`config.mk`:
```
export PLATFORM = sky130hd
export DESIGN_NAME = j_raster_scanner_flat
export DESIGN_NICKNAME = d
export VERILOG_FILES = /design/src/rtl/j_raster_scanner_pkg.sv /design/src/rtl/j_raster_scanner_if.sv /design/src/rtl/j_raster_scanner_col_counter.sv /design/src/rtl/j_raster_scanner.sv /design/src/flat_wrapper.sv
export SDC_FILE = /design/constraint.sdc
export NUM_CORES = 1
export LEC_CHECK = 0
export BUFFER_PORTS_ARGS = -buffer_cell sky130_fd_sc_hd__buf_2
export CAP_MARGIN = 20
export CORE_UTILIZATION = 50
export DETAILED_ROUTE_END_ITERATION = 10
export PLACE_DENSITY = 0.83
export SYNTH_ARGS = -nofsm -noshare
export SYNTH_HDL_FRONTEND = slang
export SYNTH_SLANG_ARGS = --single-unit
```
`constraint.sdc`:
```
create_clock -name clk -period 8.4 [get_ports clk]
set_input_delay 0.42 -clock clk [delete_from_list [all_inputs] [get_ports clk]]
set_output_delay 0.42 -clock clk [all_outputs]
set_load 0.005 [all_outputs]
```
`src/rtl/j_raster_scanner_pkg.sv`:
```
// Shared constants, types and FSM state encoding for the raster scanner.
package j_img_pkg;

  localparam int DIM_W  = 13;
  localparam int ADDR_W = 2 * DIM_W;

  typedef logic [DIM_W-1:0]  dim_t;
  typedef logic [ADDR_W-1:0] addr_t;

  typedef enum logic [1:0] {
    IDLE = 2'd0,
    SCAN = 2'd1,
    DONE = 2'd2
  } state_t;

endpackage

```
`src/rtl/j_raster_scanner_if.sv`:
```
// Pixel beat stream: one (row, col, address) beat per pixel with frame/line markers.
interface j_raster_scanner_if #(
  parameter int DIM_W  = j_img_pkg::DIM_W,
  parameter int ADDR_W = j_img_pkg::ADDR_W
);

  logic              out_valid;
  logic              out_ready;
  logic [DIM_W-1:0]  row;
  logic [DIM_W-1:0]  col;
  logic [ADDR_W-1:0] pix_addr;
  logic              sof;
  logic              eol;
  logic              eof;

  modport master (
    output out_valid, row, col, pix_addr, sof, eol, eof,
    input  out_ready
  );

  modport slave (
    input  out_valid, row, col, pix_addr, sof, eol, eof,
    output out_ready
  );

endinterface

```
`src/rtl/j_raster_scanner_col_counter.sv`:
```
// Enabled column counter: counts 0..rollover_val-1 and wraps, flagging the last column.
module j_col_counter #(
  parameter int W = 13
) (
  input  logic         clk,
  input  logic         clear,
  input  logic         en,
  input  logic [W-1:0] rollover_val,
  output logic [W-1:0] count,
  output logic         rollover_flag
);

  localparam logic [W-1:0] ONE = {{(W-1){1'b0}}, 1'b1};

  logic [W-1:0] cnt_q;

  // Column register: wrap to zero on the last column, otherwise increment.
  always_ff @(posedge clk) begin
    if (clear) begin
      cnt_q <= '0;
    end else if (en) begin
      cnt_q <= rollover_flag ? '0 : cnt_q + ONE;
    end
  end

  assign count         = cnt_q;
  assign rollover_flag = (cnt_q == rollover_val - ONE);

endmodule

```
`src/rtl/j_raster_scanner.sv`:
```
// Raster-scan pixel coordinate generator. Latches frame dimensions on start and
// emits row-major beats; pix_addr is a running counter, so no multiplier.
//
// state | meaning
// IDLE  | waiting for start; counters held at zero
// SCAN  | presenting beats, advancing on each accepted transfer
// DONE  | one-cycle done pulse, then back to IDLE
module j_raster_scanner #(
  parameter int DIM_W  = j_img_pkg::DIM_W,
  parameter int ADDR_W = j_img_pkg::ADDR_W
) (
  input  logic                clk,
  input  logic                clear,
  input  logic                start,
  input  logic [DIM_W-1:0]    img_width,
  input  logic [DIM_W-1:0]    img_height,
  j_raster_scanner_if.master  beat,
  output logic                busy,
  output logic                done,
  output logic                dim_err
);

  import j_img_pkg::*;

  localparam logic [DIM_W-1:0]  DIM_ONE  = {{(DIM_W-1){1'b0}}, 1'b1};
  localparam logic [ADDR_W-1:0] ADDR_ONE = {{(ADDR_W-1){1'b0}}, 1'b1};

  state_t            state_q, state_d;
  logic [DIM_W-1:0]  width_q, height_q, row_q, col;
  logic [ADDR_W-1:0] addr_q;
  logic              dim_err_q;
  logic              col_last, row_last, frame_last;
  logic              xfer, start_ok, start_bad, col_clear;
  logic              scan_valid;

  assign start_ok   = (state_q == IDLE) && start && (img_width != '0) && (img_height != '0);
  assign start_bad  = (state_q == IDLE) && start && ((img_width == '0) || (img_height == '0));
  assign xfer       = (state_q == SCAN) && beat.out_ready;
  assign row_last   = (row_q == height_q - DIM_ONE);
  assign frame_last = col_last && row_last;
  assign col_clear  = clear || (state_q != SCAN);

  j_col_counter #(.W(DIM_W)) u_col (
    .clk           (clk),
    .clear         (col_clear),
    .en            (xfer),
    .rollover_val  (width_q),
    .count         (col),
    .rollover_flag (col_last)
  );

  // State register; clear overrides everything, including a same-cycle start.
  always_ff @(posedge clk) begin
    if (clear) state_q <= IDLE;
    else       state_q <= state_d;
  end

  // Frame dimensions are captured only when a valid start is accepted.
  always_ff @(posedge clk) begin
    if (clear) begin
      width_q  <= '0;
      height_q <= '0;
    end else if (start_ok) begin
      width_q  <= img_width;
      height_q <= img_height;
    end
  end

  // Row index and running linear address advance on accepted transfers.
  always_ff @(posedge clk) begin
    if (clear || (state_q != SCAN)) begin
      row_q  <= '0;
      addr_q <= '0;
    end else if (xfer) begin
      if (frame_last) begin
        row_q  <= '0;
        addr_q <= '0;
      end else begin
        addr_q <= addr_q + ADDR_ONE;
        if (col_last) row_q <= row_q + DIM_ONE;
      end
    end
  end

  // Zero-dimension start request produces a single-cycle error pulse.
  always_ff @(posedge clk) begin
    if (clear) dim_err_q <= 1'b0;
    else       dim_err_q <= start_bad;
  end

  // Next-state and state-decoded outputs.
  always_comb begin
    state_d    = state_q;
    scan_valid = 1'b0;
    busy       = 1'b0;
    done       = 1'b0;
    case (state_q)
      IDLE: begin
        if (start_ok) state_d = SCAN;
      end
      SCAN: begin
        scan_valid = 1'b1;
        busy       = 1'b1;
        if (xfer && frame_last) state_d = DONE;
      end
      DONE: begin
        busy    = 1'b1;
        done    = 1'b1;
        state_d = IDLE;
      end
      default: state_d = IDLE;
    endcase
  end

  assign beat.out_valid = scan_valid;
  assign beat.row       = row_q;
  assign beat.col       = col;
  assign beat.pix_addr  = addr_q;
  assign beat.sof       = scan_valid && (row_q == '0) && (col == '0);
  assign beat.eol       = scan_valid && col_last;
  assign beat.eof       = scan_valid && frame_last;
  assign dim_err        = dim_err_q;

endmodule

```
`src/flat_wrapper.sv`:
```
// flat-port wrapper written by rule: the top's interface ports become plain ports
module j_raster_scanner_flat import j_img_pkg::*;
#(
  parameter int DIM_W  = j_img_pkg::DIM_W,
  parameter int ADDR_W = j_img_pkg::ADDR_W
)
  (clk, clear, start, img_width, img_height, busy, done, dim_err, beat_out_valid, beat_row, beat_col, beat_pix_addr, beat_sof, beat_eol, beat_eof, beat_out_ready);
  j_raster_scanner_if #(.DIM_W(DIM_W), .ADDR_W(ADDR_W)) beat_i ();
  input  logic clk;
  input  logic clear;
  input  logic start;
  input  logic [DIM_W-1:0] img_width;
  input  logic [DIM_W-1:0] img_height;
  output logic busy;
  output logic done;
  output logic dim_err;
  output wire logic [$bits(beat_i.out_valid)-1:0] beat_out_valid;
  output wire logic [$bits(beat_i.row)-1:0] beat_row;
  output wire logic [$bits(beat_i.col)-1:0] beat_col;
  output wire logic [$bits(beat_i.pix_addr)-1:0] beat_pix_addr;
  output wire logic [$bits(beat_i.sof)-1:0] beat_sof;
  output wire logic [$bits(beat_i.eol)-1:0] beat_eol;
  output wire logic [$bits(beat_i.eof)-1:0] beat_eof;
  input wire logic [$bits(beat_i.out_ready)-1:0] beat_out_ready;
  assign beat_out_valid = beat_i.out_valid;
  assign beat_row = beat_i.row;
  assign beat_col = beat_i.col;
  assign beat_pix_addr = beat_i.pix_addr;
  assign beat_sof = beat_i.sof;
  assign beat_eol = beat_i.eol;
  assign beat_eof = beat_i.eof;
  assign beat_i.out_ready = beat_out_ready;
  j_raster_scanner #(.DIM_W(DIM_W), .ADDR_W(ADDR_W)) u_core (.clk(clk), .clear(clear), .start(start), .img_width(img_width), .img_height(img_height), .beat(beat_i), .busy(busy), .done(done), .dim_err(dim_err));
endmodule
```
After elaboration in Yosys (flattened, before gate mapping):

Cells that the tools add are included.

* output and inout bits: 59
* input bits: 30
* bits in registers: 81

* mux-type cells: 10
* equality and inequality tests: 7
* add/sub/neg operators: 5
* reduce and logical (&&, ||, !) cells: 24

Operator list (count)
* $logic_not A13 Y1: 4
* $mux W13: 3
* $add A13 B1 Y13 const B: 2
* $add A26 B1 Y26 const B: 1
* $eq A13 B13 Y1: 2
* $mux W26: 1
* $reduce_bool A13 Y1: 2
* $sub A13 B1 Y13 const B: 2
* $logic_and A1 B1 Y1: 11
* $mux W2: 2
* $ne A2 B1 Y1 const B: 2
* $pmux W2 S2: 1
* $reduce_and A2 Y1: 2
* $mux W1: 3
* $eq A2 B1 Y1 const B: 1
* $eq A2 B2 Y1 const B: 1
* $logic_not A2 Y1: 1
* $logic_or A1 B1 Y1: 2
* $ne A2 B2 Y1 const B: 1
* $reduce_bool A2 Y1: 1
* $reduce_or A2 Y1: 1

Depth between registers and ports, before layout:

* depth in word-level cells: 6
* gate-level depth with buffers: 12
* mapped depth without buffers: 9

Modules after synthesis:

Synthesis repeated with hierarchy kept, for this count alone.

* cell total of the unflattened synthesis: 548
* area, all modules: 4615.7 um2

By module, submodules not included
* j_raster_scanner: cells each 408, seq. area each 1361.3 um2, area an instance 3503.4 um2, instances 1
* j_col_counter: cells each 140, seq. area each 260.2 um2, area an instance 1112.3 um2, instances 1

Worst setup path before layout:

Ideal clock, no wire load.

* path kind: register -> register
* from: reg u_core.width_q[5]
* to: reg u_core.state_q[0]
* slack: 5.198 ns
* cell stages (with the launch flop): 10
* library setup time: 0.095 ns
* data required time: 8.305 ns
* data arrival time: 3.107 ns
* buffers on the path: 2
* path through: dfxtp_1 or3_1 buf_2 or4_1 a211o_1 a211o_1 or4_4 buf_6 or4_1 o311ai_1

* longest elaborated chain between the ends: 6

Ends and longest elaborated chain
* from (decl): RTL line j_raster_scanner.sv:29 `logic [DIM_W-1:0] width_q, height_q, row_q, col;`
* from (signal assigned): RTL line j_raster_scanner.sv:64 `width_q <= img_width;`
* $sub A13 B1 Y13: RTL line j_raster_scanner_col_counter.sv:27 `assign rollover_flag = (cnt_q == rollover_val - ONE);`
* $eq A13 B13 Y1: RTL line j_raster_scanner_col_counter.sv:27
* $logic_and A1 B1 Y1: RTL line j_raster_scanner.sv:40 `assign frame_last = col_last && row_last;`
* $logic_and A1 B1 Y1: RTL line j_raster_scanner.sv:104 `if (xfer && frame_last) state_d = DONE;`
* $ne A2 B2 Y1 (no line)
* $reduce_and A2 Y1 (no line)
* to (signal assigned): RTL line j_raster_scanner.sv:55 `else state_q <= state_d;`
* to (decl): RTL line j_raster_scanner.sv:28 `state_t state_q, state_d;`

No other way between the ends.
A chain may end at the register's enable or synchronous reset.

Worst setup path in the final report:

* from: reg u_core.width_q[0]
* to: out beat_eof

* longest elaborated chain between the ends: 4

Ends and longest elaborated chain
* $sub A13 B1 Y13: RTL line j_raster_scanner_col_counter.sv:27
* $eq A13 B13 Y1: RTL line j_raster_scanner_col_counter.sv:27
* $logic_and A1 B1 Y1: RTL line j_raster_scanner.sv:40
* $logic_and A1 B1 Y1: RTL line j_raster_scanner.sv:121 `assign beat.eof = scan_valid && frame_last;`
* to (decl): RTL line flat_wrapper.sv:23 `output wire logic [$bits(beat_i.eof)-1:0] beat_eof;`

No other way between the ends.

==> flow_metrics.py <==
metrics = {
    "timing": {
        "min_period_over_period_pct": 46.4,
        "worst_pin_slew_ns": 0.834,
        "rsz0062_at_grt": "false",
        "finalHoldViolCount": 0,
        "setup_viol": 0,
        "finalWorstSetupSlack_ns": 4.50,
        "tns_ns": 0,
        "slew_headroom_pct": 43.9,
        "skew_ns": 0.0116,
        "drv_slew": 0,
        "max_freq_ghz": 0.257,
        "period_minus_slack_ns": 3.90,
    },
    "drt": {
        "totalWireLength_mm": 11.5,
        "drt_pass1_iterations": 5,
        "wl_per_cell_um": 15.7,
        "via_count": 4271,
        "postRouteAntennaNets": 0,
        "first_iter_violations": 297,
        "route.detailed.vias_per_inst": 5.81,
        "drc_errors": 0,
    },
    "grt": {
        "grt_pass1_wl_mm": 18.6,
        "grt_max_degree": 32,
        "antenna_found_initial": 0,
        "grt_use_total_pct": 25.4,
        "grt_overflow_total": 0,
        "grt_pass1_vias": 4034,
    },
    "worst_setup_path": {
        "reg2reg_from": "u_core.width_q[0]",
        "critPathLaunchType": "flip-flop",
        "rrSetupSlack_ns": 4.89,
        "critPathMaxStageDelay_ns": 0.57,
        "critPathKind": "reg -> out",
        "critPathSlowestCell": "or4b_1",
        "r2r_cells": 9,
        "path_buf_inv": 2,
        "critPathCaptureType": "output port",
        "crit_chain": "inv_1, ha_1, or4b_1, or4_1, o32a_1, a211oi_1, nand3_1, nor3_1, buf_2",
        "critPathMaxFanout": 8,
        "cp.required_ns": 7.98,
        "crit_arrival_ns": 3.48,
        "reg2reg_to": "u_core.beat.row[8]",
        "critPathTopFamily": "simple AND/OR/NAND/NOR gates",
    },
    "placed_design": {
        "gp_congestion": 0.970,
        "post-place-ws_ns": 4.42,
        "dp_cells": 718,
        "dpl.hpwl_mm": 8.54,
        "port_buffers": 88,
    },
    "power_and_ir_drop": {
        "leakage_nw": 2.11,
        "power_density_nw_per_um2": 194,
        "vdd_ir_drop_max_v": 0.0000782,
        "power_w": 0.00100,
    },
    "clocking": {
        "cts.clk_slew.worst_paths_ns": 0.09,
        "cts_buffers": 9,
        "ctsRootBufferMaster": "clkbuf_8",
        "h-tree-depth": 3,
        "cts_resized": 0,
        "clkSinkCount": 81,
        "cts-hold-fix-buffers": 0,
        "post_cts_buffers": 0,
        "cts_buffer_depth": 2,
        "clk_latency_ns": 0.34,
        "cts_tree": "built",
    },
    "synthesis": {
        "synthArstFlopShare_pct": 0,
        "synth-edff-count": 0,
        "yosys.cell_types.count": 50,
        "synth-seq-cells": 81,
        "netlist_instances": 542,
        "ys.warnings.count": 0,
        "synth_flop_cell": "dfxtp_1",
        "synth.avg_cell_area_um2": 8.24,
        "synth_nets": 583,
        "ys_seq_area_share_pct": 36.3,
        "netlist_area_um2": 4460,
    },
    "die": {
        "dieWidth_um": 96.5,
        "rows": 34,
        "pin_count": 89,
        "die_y_um": 96.5,
        "initial_utilization_pct": 51.4,
        "core-area_um2": 8680,
        "die_area_um2": 9310,
    },
    "status": {
        "status": "complete, no violations",
    },
    "cells_and_area": {
        "n_antenna_cell": 0,
        "finish.net_count": 663,
        "drive_gt1_share_pct": 18.3,
        "area_growth_pct": 15.9,
        "final_cells": 735,
    },
    "hold_path": {
        "hold_end": "u_core.height_q[9]",
        "whs_path_depth": 3,
        "min_path_type": "in -> reg",
        "worstHoldStart": "img_height[9]",
    },
    "run": {
        "maxCapViolCount": 0,
    },
}
-- worst reg2reg max path, stage by stage, from the launching register on --
cell and delay (ns):
dfxtp_1 0.37, inv_1 0.07, ha_1 0.18, or4b_1 0.57, or4_1 0.52, o32a_1 0.21, a211oi_1 0.36, nand4_1 0.41
or4_1 0.62, a21oi_1 0.15
-- report_power, final --
part           internal (W)  switching (W)  leakage, nW
clock              0.000140       0.000149        0.104
combinational      0.000116       0.000162         1.35
sequential         0.000405      0.0000296        0.657
total              0.000662       0.000341         2.11
-- synth_stat cells, types with 4 or more instances --
| cell | instances | area share, % |
|---|---|---|
| a211oi_1 | 7 | 1.2 |
| a21oi_1 | 19 | 2.1 |
| and3_1 | 7 | 0.98 |
| and4_1 | 7 | 1.4 |
| clkbuf_1 | 17 | 1.4 |
| dfxtp_1 | 81 | 36 |
| ha_1 | 11 | 3.1 |
| inv_1 | 19 | 1.6 |
| mux2i_1 | 27 | 6.1 |
| nand2_1 | 35 | 2.9 |
| nand2b_1 | 4 | 0.56 |
| nand3_1 | 33 | 3.7 |
| nand4_1 | 17 | 2.4 |
| nand4b_1 | 4 | 0.78 |
| nor2_1 | 92 | 7.7 |
| nor3_1 | 15 | 1.7 |
| nor4_1 | 9 | 1.3 |
| nor4b_1 | 4 | 0.78 |
| o21ai_0 | 7 | 0.78 |
| o31ai_1 | 5 | 0.84 |
| or3_1 | 7 | 0.98 |
| or4_1 | 7 | 1.2 |
| xnor2_1 | 32 | 6.3 |
| xor2_1 | 30 | 5.9 |
-- logic make-up (layout without fill, tap and decap cells) --
logic type / Yosys count / in the layout / synth area share (%)
mux: 27 / 27 / 6.05
flops: 81 / 81 / 36.3
fa+ha+maj: 11 / 11 / 3.08
xor+xnor: 62 / 62 / 12.2
simple gates: 256 / 256 / 29.0
compound gates: 65 / 65 / 9.78
buf+inv: 40 / 125 / 3.62
-- routing by layer --
metal	routed length [um]	global-route usage, %	share of wire [%]	up-vias
met5	0	0	0	-
met1	4860	31.1	42	2029
met4	189	7.72	1.6	0
met2	5670	44.2	49	146
li1	-	-	-	2077
met3	817	5.95	7.1	19
-- registers in the layout (all words and copies together) (netlist names) --
name and count:
u_core.u_col.count 13, u_core.width_q 13, u_core.dim_err 1, u_core.state_q 2
u_core.beat.pix_addr 26, u_core.beat.row 13, u_core.height_q 13
-- worst max-delay path by stage --
stage | startpoint | endpoint | slack [ns] | cells past startpoint
CTS | u_core.width_q[0] | u_core.beat.pix_addr[2] | 4.43 | 9
global route | u_core.width_q[0] | beat_eof | 4.35 | 9
finish | u_core.width_q[0] | beat_eof | 4.50 | 9
global placement | u_core.width_q[0] | u_core.beat.pix_addr[16] | 4.69 | 9
floorplan | u_core.width_q[5] | u_core.state_q[0] | 5.20 | 9
detailed placement | u_core.width_q[0] | u_core.beat.pix_addr[2] | 4.42 | 9
-- stage by stage --
step	hold WS, ns	util, %	cell area (um2)
finish	0.321	59.6	5170
global route	0.328	59.6	5170
CTS	0.311	59.5	5160
detailed placement	0.501	57.2	4960
global placement	0.490	57.2	4960
floorplan	0.477	-	4460
-- layout by cell type, fill, tap and decap left out, drive strengths merged, types with 4 or more instances in the layout --
| cell | Yosys | layout |
|---|---|---|
| o31ai | 5 | 5 |
| and3 | 7 | 7 |
| nor4 | 10 | 10 |
| a21oi | 19 | 19 |
| nor4b | 4 | 4 |
| xor2 | 30 | 30 |
| xnor2 | 32 | 32 |
| nand2 | 35 | 35 |
| buf | 4 | 90 |
| nor2 | 92 | 92 |
| and4 | 7 | 7 |
| clkbuf | 17 | 9 |
| dfxtp | 81 | 81 |
| mux2i | 27 | 27 |
| nand4 | 17 | 17 |
| nand4b | 4 | 4 |
| nand3 | 33 | 33 |
| or3 | 7 | 7 |
| inv | 19 | 22 |
| nor3 | 15 | 15 |
| o21ai | 7 | 7 |
| nand2b | 4 | 4 |
| a211oi | 7 | 7 |
| or4 | 8 | 8 |
| ha | 11 | 11 |
-- final cells by class --
class | count | area (um2)
Multi-Input combinational cell | 421 | 2690
Fill cell | 761 | 3500
Timing Repair Buffer | 90 | 463
Inverter | 19 | 71.3
Clock inverter | 7 | 75.1
Clock buffer | 9 | 124
Tap cell | 108 | 135
Sequential cell | 81 | 1620
No activity file was read; power rests on OpenSTA's default activity.
